<file path="src/rtl/interrupt_sequencer.sv">
// interrupt_sequencer: takes a pending external interrupt at an instruction
// boundary and walks the stack/memory port through the entry sequence
// (push PC low, push PC high, push CCR, fetch vector low/high, load PC).
//
// state    | meaning
// ---------+-----------------------------------------------------------
// IDLE     | pipeline owns the port; waiting for pending & boundary
// PUSH_PCL | pushing saved_pc low word
// PUSH_PCH | pushing saved_pc high word
// PUSH_CCR | pushing zero-extended saved flags
// FETCH_VL | reading ISR vector low word at VEC_ADDR
// FETCH_VH | reading ISR vector high word at VEC_ADDR+1
// LOAD_PC  | loading ISR entry into fetch PC, acknowledging interrupt
module interrupt_sequencer #(
    parameter int DATA_WIDTH = 16,
    parameter int ADDR_WIDTH = 20,
    parameter logic [ADDR_WIDTH-1:0] VEC_ADDR = '0
) (
    input  logic                      clk,
    input  logic                      rst,
    input  logic                      interrupt,
    input  logic                      inst_boundary,
    input  logic                      rti_done,
    input  logic [2*DATA_WIDTH-1:0]   resume_pc,
    input  logic [2:0]                ccr,
    input  logic                      mem_ready,
    input  logic [DATA_WIDTH-1:0]     mem_rdata,
    output logic                      freeze,
    output logic                      push_en,
    output logic [DATA_WIDTH-1:0]     push_data,
    output logic                      mem_rd_en,
    output logic [ADDR_WIDTH-1:0]     mem_addr,
    output logic                      pc_load,
    output logic [2*DATA_WIDTH-1:0]   pc_load_val,
    output logic                      int_ack,
    output logic                      in_isr
);

    typedef enum logic [2:0] {
        IDLE     = 3'd0,
        PUSH_PCL = 3'd1,
        PUSH_PCH = 3'd2,
        PUSH_CCR = 3'd3,
        FETCH_VL = 3'd4,
        FETCH_VH = 3'd5,
        LOAD_PC  = 3'd6
    } state_t;

    // The high vector word sits one above the low word, wrapping at the top
    // of the address space.
    localparam logic [ADDR_WIDTH-1:0] VEC_ADDR_HI = VEC_ADDR + 1'b1;

    state_t                    state;
    state_t                    next_state;
    logic                      pending;
    logic                      isr_q;
    logic [2*DATA_WIDTH-1:0]   saved_pc;
    logic [2:0]                saved_ccr;
    logic [DATA_WIDTH-1:0]     vec_lo;
    logic [DATA_WIDTH-1:0]     vec_hi;
    logic                      leave_idle;

    assign leave_idle = (state == IDLE) && pending && inst_boundary && !isr_q;

    // State register.
    always_ff @(posedge clk or posedge rst) begin
        if (rst) state <= IDLE;
        else     state <= next_state;
    end

    // Pending request: a request on the departure edge survives so it is
    // not lost when the current one is being serviced.
    always_ff @(posedge clk or posedge rst) begin
        if (rst)             pending <= 1'b0;
        else if (leave_idle) pending <= interrupt;
        else if (interrupt)  pending <= 1'b1;
    end

    // Snapshot return PC and flags at the moment the sequence is entered.
    always_ff @(posedge clk or posedge rst) begin
        if (rst) begin
            saved_pc  <= '0;
            saved_ccr <= '0;
        end else if (leave_idle) begin
            saved_pc  <= resume_pc;
            saved_ccr <= ccr;
        end
    end

    // Capture vector words as the memory accepts each read.
    always_ff @(posedge clk or posedge rst) begin
        if (rst) begin
            vec_lo <= '0;
            vec_hi <= '0;
        end else if (mem_ready) begin
            if (state == FETCH_VL) vec_lo <= mem_rdata;
            if (state == FETCH_VH) vec_hi <= mem_rdata;
        end
    end

    // ISR flag: entering the ISR takes priority over a coincident RTI.
    always_ff @(posedge clk or posedge rst) begin
        if (rst)                   isr_q <= 1'b0;
        else if (state == LOAD_PC) isr_q <= 1'b1;
        else if (rti_done)         isr_q <= 1'b0;
    end

    // Next-state and state-decoded outputs.
    always_comb begin
        next_state  = state;
        freeze      = 1'b1;
        push_en     = 1'b0;
        push_data   = '0;
        mem_rd_en   = 1'b0;
        mem_addr    = '0;
        pc_load     = 1'b0;
        pc_load_val = '0;
        int_ack     = 1'b0;
        in_isr      = isr_q;
        case (state)
            IDLE: begin
                freeze = 1'b0;
                if (leave_idle) next_state = PUSH_PCL;
            end
            PUSH_PCL: begin
                push_en   = 1'b1;
                push_data = saved_pc[DATA_WIDTH-1:0];
                if (mem_ready) next_state = PUSH_PCH;
            end
            PUSH_PCH: begin
                push_en   = 1'b1;
                push_data = saved_pc[2*DATA_WIDTH-1:DATA_WIDTH];
                if (mem_ready) next_state = PUSH_CCR;
            end
            PUSH_CCR: begin
                push_en   = 1'b1;
                push_data = {{(DATA_WIDTH-3){1'b0}}, saved_ccr};
                if (mem_ready) next_state = FETCH_VL;
            end
            FETCH_VL: begin
                mem_rd_en = 1'b1;
                mem_addr  = VEC_ADDR;
                if (mem_ready) next_state = FETCH_VH;
            end
            FETCH_VH: begin
                mem_rd_en = 1'b1;
                mem_addr  = VEC_ADDR_HI;
                if (mem_ready) next_state = LOAD_PC;
            end
            LOAD_PC: begin
                pc_load     = 1'b1;
                pc_load_val = {vec_hi, vec_lo};
                int_ack     = 1'b1;
                in_isr      = 1'b1;
                next_state  = IDLE;
            end
            default: next_state = IDLE;
        endcase
    end

endmodule

</file>
<file path="config.mk">
export PLATFORM = sky130hd
export DESIGN_NAME = interrupt_sequencer
export DESIGN_NICKNAME = d
export VERILOG_FILES = /design/src/rtl/interrupt_sequencer.sv
export SDC_FILE = /design/constraint.sdc
export NUM_CORES = 1
export LEC_CHECK = 0
export CAP_MARGIN = 30
export CORE_MARGIN = 2
export CORE_UTILIZATION = 35
export CTS_CLUSTER_DIAMETER = 150
export DETAILED_ROUTE_END_ITERATION = 8
export PLACE_DENSITY_LB_ADDON = 0.3
export SLEW_MARGIN = 20
export SYNTH_ARGS = -nofsm -noshare
export SYNTH_HDL_FRONTEND = slang
export SYNTH_SLANG_ARGS = --single-unit
</file>
<file path="constraint.sdc">
create_clock -name clk -period 5.9 [get_ports clk]
set_clock_uncertainty 0.2 [all_clocks]
set_input_delay 1.77 -clock clk [delete_from_list [all_inputs] [get_ports clk]]
set_output_delay 1.77 -clock clk [all_outputs]
set_load 0.03 [all_outputs]
</file>
==> impl_metrics.csv, run 1 <==
group,metric,value,unit
clock_tree,clockBufferDepth,2,
drt,viasPerCell,4.58,
floorplanning,start_util,0.363,
floorplanning,rows,35,
drt,routed_wl,6.88,mm
logic_synthesis,ys_seq_elements,72,
clock_tree,cts-resized-gates,0,
clock_tree,insertion_delay,340,ps
pwr,total_power,2280,uW
sta,tns,0,ps
clock_tree,hold_buffers,0,
place,port_buffers,111,
critical_path,crit_path_max_incr_delay,820,ps
critical_path,crit_chain,"nand2_1 > nor2_1 > buf_4 > and2_1 > clkdlybuf4s50_1",
critical_path,crit_cells,5,
clock_tree,clk_pin_slew,70,ps
critical_path,crit_buf_inv,2,
logic_synthesis,synth_cell_types,25,
critical_path,cp-endpoint,"pc_load_val[9]",
global_routing,grt_pass1_wl,11.3,mm
critical_path,rr_worst_depth,3,
place,hpwl,4.84,mm
floorplanning,design.core.area,9280,sq um
drt,post_drt_wl_per_cell,13.5,um
sta,drv_slew,0,
global_routing,grt_max_degree,45,
logic_synthesis,yosysTopAreaCellShare,0.535,
clock_tree,cts-htree-levels,3,
drt,drt-pass1-iter-count,4,
critical_path,rrSetupSlack,3200,ps
pwr,pwr_density_cell,481,nW/um^2
global_routing,antenna_found_initial,0,
floorplanning,die_h,102,um
logic_synthesis,syn_area_per_cell,12.6,sq um
final_layout,final.fill_count,844,
final_layout,num_antenna_cells,0,
logic_synthesis,netlist_instances,268,
final_layout,nets,435,
clock_tree,cts_made_buffers,9,
critical_path,critPathSlowestCell,"dfrtp_1",
place,gp_congestion,0.729,
pwr,p_int,1500,uW
logic_synthesis,yosysTopAreaCell,"dfrtp_1",
sta,hold_viol,0,
sta,fin_crit,4630,ps
final_layout,area_growth,41.0,%
critical_path,rr_endpoint,"vec_hi[2]",
logic_synthesis,synth_flop_cell,"dfrtp_1",
hold_path,hold_path.class,"flip-flop to flip-flop",
critical_path,timing.rr.start,"state[2]",
clock_tree,cts_setup_buffers,0,
drt,drc,0,
run_status,status,"finished, final reports clean",
sta,fmax,216,MHz
critical_path,path_class,"flip-flop to output port",
floorplanning,die_w,102,um
pwr,power.leakage,0.00202,uW
logic_synthesis,synth_async_sr_flop_share,1.00,
floorplanning,ioPinCount,131,
critical_path,worstSetupEndpointType,"output port",
critical_path,startpoint_type,"flip-flop",
logic_synthesis,seq_area_frac_synth,0.535,
drt,drt-initial-drc-count,62,
flow_run,drv_cap,0,
pwr,net-switching-power,786,uW
pwr,combPwrFrac,0.428,
sta,tightest_slew,870,ps
logic_synthesis,synthTopCellsByCount,"72 x dfrtp_1, 68 x mux2_2, 33 x and2_1, 20 x buf_4, 19 x nor2_1",
pwr,power_switching_share,0.344,
sta,slew_headroom,0.418,
critical_path,crit_fanout,34,
critical_path,cp.arrival,2660,ps
global_routing,track_usage,0.138,
critical_path,crit_required,3930,ps
logic_synthesis,yosysWarningCount,0,
sta,rsz0062_at_grt,"no",
logic_synthesis,synth_area,3370,sq um
drt,ant_nets,0,
logic_synthesis,synth_most_common_cell,"dfrtp_1",
pwr,p_clk_frac,0.188,
sta,finalSetupViolCount,0,
logic_synthesis,synthTopCellsByArea,"dfrtp_1 53%, mux2_2 23%, and2_1 6.1%",
clock_tree,cts.sinks,72,
final_layout,drive_gt1_frac,0.238,
critical_path,cp_top_family,"buffers and inverters",
clock_tree,cts_tree,"yes",
drt,vias,2342,
floorplanning,die_area,10400,sq um
critical_path,startpoint,"state[2]",
global_routing,gr-total-overflow,0,
pwr,irDropWorstVdd,0.000286,V
pwr,seqPwrFrac,0.384,
global_routing,grt_pass1_vias,2372,
clock_tree,root_buffer,"clkbuf_8",
logic_synthesis,synth-edff-count,0,
sta,min_period_over_period,0.785,
-- flip-flops by register name, summed over array words and instances, names as in the netlist --
name	flops
state	3
saved_ccr	3
isr_q	1
saved_pc	32
vec_lo	16
pending	1
vec_hi	16
-- how the worst min path moves through the flow --
| stage | startpoint | to | slack [ps] | depth (start not counted) |
|---|---|---|---|---|
| finish | saved_ccr[0] | saved_ccr[0] | 290 | 1 |
| global route | saved_pc[2] | saved_pc[2] | 310 | 1 |
| CTS | saved_pc[2] | saved_pc[2] | 290 | 1 |
| detailed placement | saved_ccr[0] | saved_ccr[0] | 270 | 1 |
| global placement | saved_pc[2] | saved_pc[2] | 270 | 1 |
| floorplan | saved_ccr[0] | saved_ccr[0] | 250 | 1 |
-- cell families after synthesis --
kind of cell / count (synthesis) / share of synthesized area
AOI/OAI and AO/OA: 22 / 0.0486
buffers and inverters: 39 / 0.0739
DFF: 72 / 0.535
muxes: 71 / 0.237
other: 1 / 0.00111
and+or+nand+nor: 63 / 0.105
-- power groups by stage --
| stage | Clock [uW] | Combinational, uW | Sequential [uW] |
|---|---|---|---|
| finish | 429 | 979 | 877 |
| global route | 464 | 1050 | 916 |
| CTS | 445 | 986 | 880 |
| detailed placement | 0 | 981 | 888 |
| global placement | 0 | 965 | 883 |
| floorplan | 0 | 731 | 821 |
-- area by class of cell --
cell class / instances / area [sq um] / share of cell area
clock buffer: 12 / 155 / 0.0327
clock inverter: 3 / 65.1 / 0.0137
inverter: 3 / 11.3 / 0.00237
multi-input combinational: 175 / 1390 / 0.292
sequential: 72 / 1800 / 0.379
tap: 129 / 161 / 0.0340
timing repair buffer: 117 / 1170 / 0.246
-- per-stage QoR --
stage                     instances   util  hold WS, ps  worst slack (ps)  instance area, sq um
final                           511  0.512          291              1270                  4750
after global routing            511  0.512          310               994                  4750
after CTS                       509  0.509          292              1080                  4720
after detailed placement        494  0.485          272              1490                  4500
after global placement          494  0.485          268              1520                  4500
after floorplan                 286      -          252              2110                  3440
-- cells in the final DEF, fill, tap and decap left out, types with 3 or more instances in the layout --
master / count
nor2_1: 19
clkdlybuf4s50_1: 111
conb_1: 19
nand2_1: 3
buf_4: 5
and2_1: 33
mux2_2: 68
dfrtp_1: 72
a22oi_1: 16
nor2b_1: 3
clkbuf_8: 11
-- metal layers --
| layer | GRT usage | up-vias | part of all wire |
|---|---|---|---|
| met5 | 0 | - | 0 |
| met4 | 0.0462 | 0 | 0.013 |
| met3 | 0.0588 | 11 | 0.095 |
| met2 | 0.222 | 101 | 0.45 |
| met1 | 0.169 | 1134 | 0.45 |
| li1 | - | 1096 | - |
Note: power is estimated with default switching activity, not from simulation.
==> run 2, diff against run 1 <==
- clock period: 5.9 -> 3.9 ns (I/O delays scaled with it)
==> impl_metrics.csv, run 2 (synthesis results as in run 1) <==
group,metric,value,unit
clock_tree,clockBufferDepth,2,
final_layout,design_area,4650,sq um
place,port_buffers,111,
global_routing,grt_max_degree,44,
final_layout,final.fill_count,861,
sta,slew_headroom,0.568,
global_routing,grt_pass1_vias,2388,
pwr,pwr_density_cell,713,nW/um^2
final_layout,nets,437,
final_layout,area_growth,38.0,%
sta,tns,0,ps
pwr,power.leakage,0.00206,uW
clock_tree,cts_tree,"yes",
sta,fin_crit,3640,ps
critical_path,rr_endpoint,"saved_pc[12]",
floorplanning,die_area,10400,sq um
drt,vias,2296,
final_layout,drive_gt1_frac,0.309,
drt,routed_wl,6.95,mm
floorplanning,rows,35,
critical_path,startpoint_type,"flip-flop",
sta,finalSetupViolCount,0,
place,gp_congestion,0.769,
sta,fin_ws,262,ps
hold_path,hp-start,"saved_pc[2]",
clock_tree,cts-htree-levels,3,
critical_path,crit_required,2530,ps
sta,min_period_over_period,0.933,
final_layout,final_cell_mix,"85 x clkdlybuf4s50_1, 72 x dfrtp_1, 68 x mux2_2",
sta,tightest_slew,648,ps
drt,drt-initial-drc-count,30,
place,post-place-ws,406,ps
drt,ant_nets,0,
final_layout,reg_top3,"saved_pc: 32 flops, vec_hi: 16 flops, vec_lo: 16 flops",
critical_path,cp.arrival,2270,ps
clock_tree,cts-resized-gates,0,
global_routing,gr-total-overflow,0,
critical_path,crit_fanout,12,
drt,drt-pass1-iter-count,4,
clock_tree,hold_buffers,0,
sta,timing.hold.ws,282,ps
global_routing,antenna_found_initial,0,
clock_tree,insertion_delay,330,ps
critical_path,rrSetupSlack,1580,ps
clock_tree,cts.sinks,72,
place,hpwl,4.94,mm
hold_path,hold_path.class,"flip-flop to flip-flop",
sta,fmax,275,MHz
pwr,total_power,3310,uW
clock_tree,cts_made_buffers,9,
floorplanning,design.core.area,9280,sq um
floorplanning,ioPinCount,131,
hold_path,holdPathStages,1,
global_routing,grt_pass1_wl,11.3,mm
sta,hold_viol,0,
global_routing,track_usage,0.141,
final_layout,largest_reg_flops,32,
final_layout,largest-register,"saved_pc",
sta,drv_slew,0,
clock_tree,root_buffer,"clkbuf_8",
critical_path,timing.rr.start,"state[0]",
critical_path,worstSetupEndpointType,"output port",
floorplanning,die_h,102,um
clock_tree,clk_pin_slew,70,ps
drt,drc,0,
drt,viasPerCell,4.47,
critical_path,rr_worst_depth,4,
critical_path,path_class,"flip-flop to output port",
final_layout,final_common_cell,"clkdlybuf4s50_1",
floorplanning,die_w,102,um
place,place_area,4480,sq um
drt,post_drt_wl_per_cell,13.5,um
floorplanning,start_util,0.363,
clock_tree,cts_setup_buffers,0,
run_status,status,"finished, final reports clean",
hold_path,holdPathEnd,"saved_pc[2]",
final_layout,num_antenna_cells,0,
pwr,irDropWorstVdd,0.000530,V
flow_run,drv_cap,0,
sta,rsz0062_at_grt,"no",
==> run 2: power by group <==
part	switching (uW)	internal, uW	total (uW)
clock network	257	247	504
registers	194	1110	1300
logic	745	760	1500
==> run 2: area by class of cell <==
cell class	instances	area (sq um)	area share
Tap cell	129	161	0.0347
Clock buffer	13	149	0.0320
Clock inverter	3	17.5	0.00377
Multi-Input combinational cell	175	1390	0.299
Inverter	3	11.3	0.00242
Sequential cell	72	1800	0.388
Timing Repair Buffer	119	1120	0.241
==> run 2: worst max-delay path by stage <==
stage	startpoint	end	slack [ps]	cells past startpoint
final	state[1]	pc_load_val[31]	260	4
after global routing	state[1]	pc_load_val[31]	50	4
after CTS	state[1]	pc_load_val[31]	30	4
after detailed placement	state[1]	pc_load_val[31]	410	4
after global placement	state[1]	pc_load_val[31]	480	4
after floorplan	rst	isr_q	710	1
==> run 2: stage by stage <==
step	utilization	cells
after floorplan	-	286
after global placement	0.482	498
after detailed placement	0.482	498
after CTS	0.500	514
after global routing	0.501	514
final	0.501	514
==> run 2: metal layers <==
layer  up-vias  wire length [um]  GRT usage
li1       1103                 -          -
met1      1087              3080      0.173
met2        98              3140      0.227
met3         8               651     0.0609
met4         0                75     0.0431
met5         -                 0          0
==> run 2: critical path: stages (launching register included) <==
cell and delay (ps):
dfrtp_1 550, nand2_1 180, nor2_2 340, and2_1 200
clkdlybuf4s50_1 670
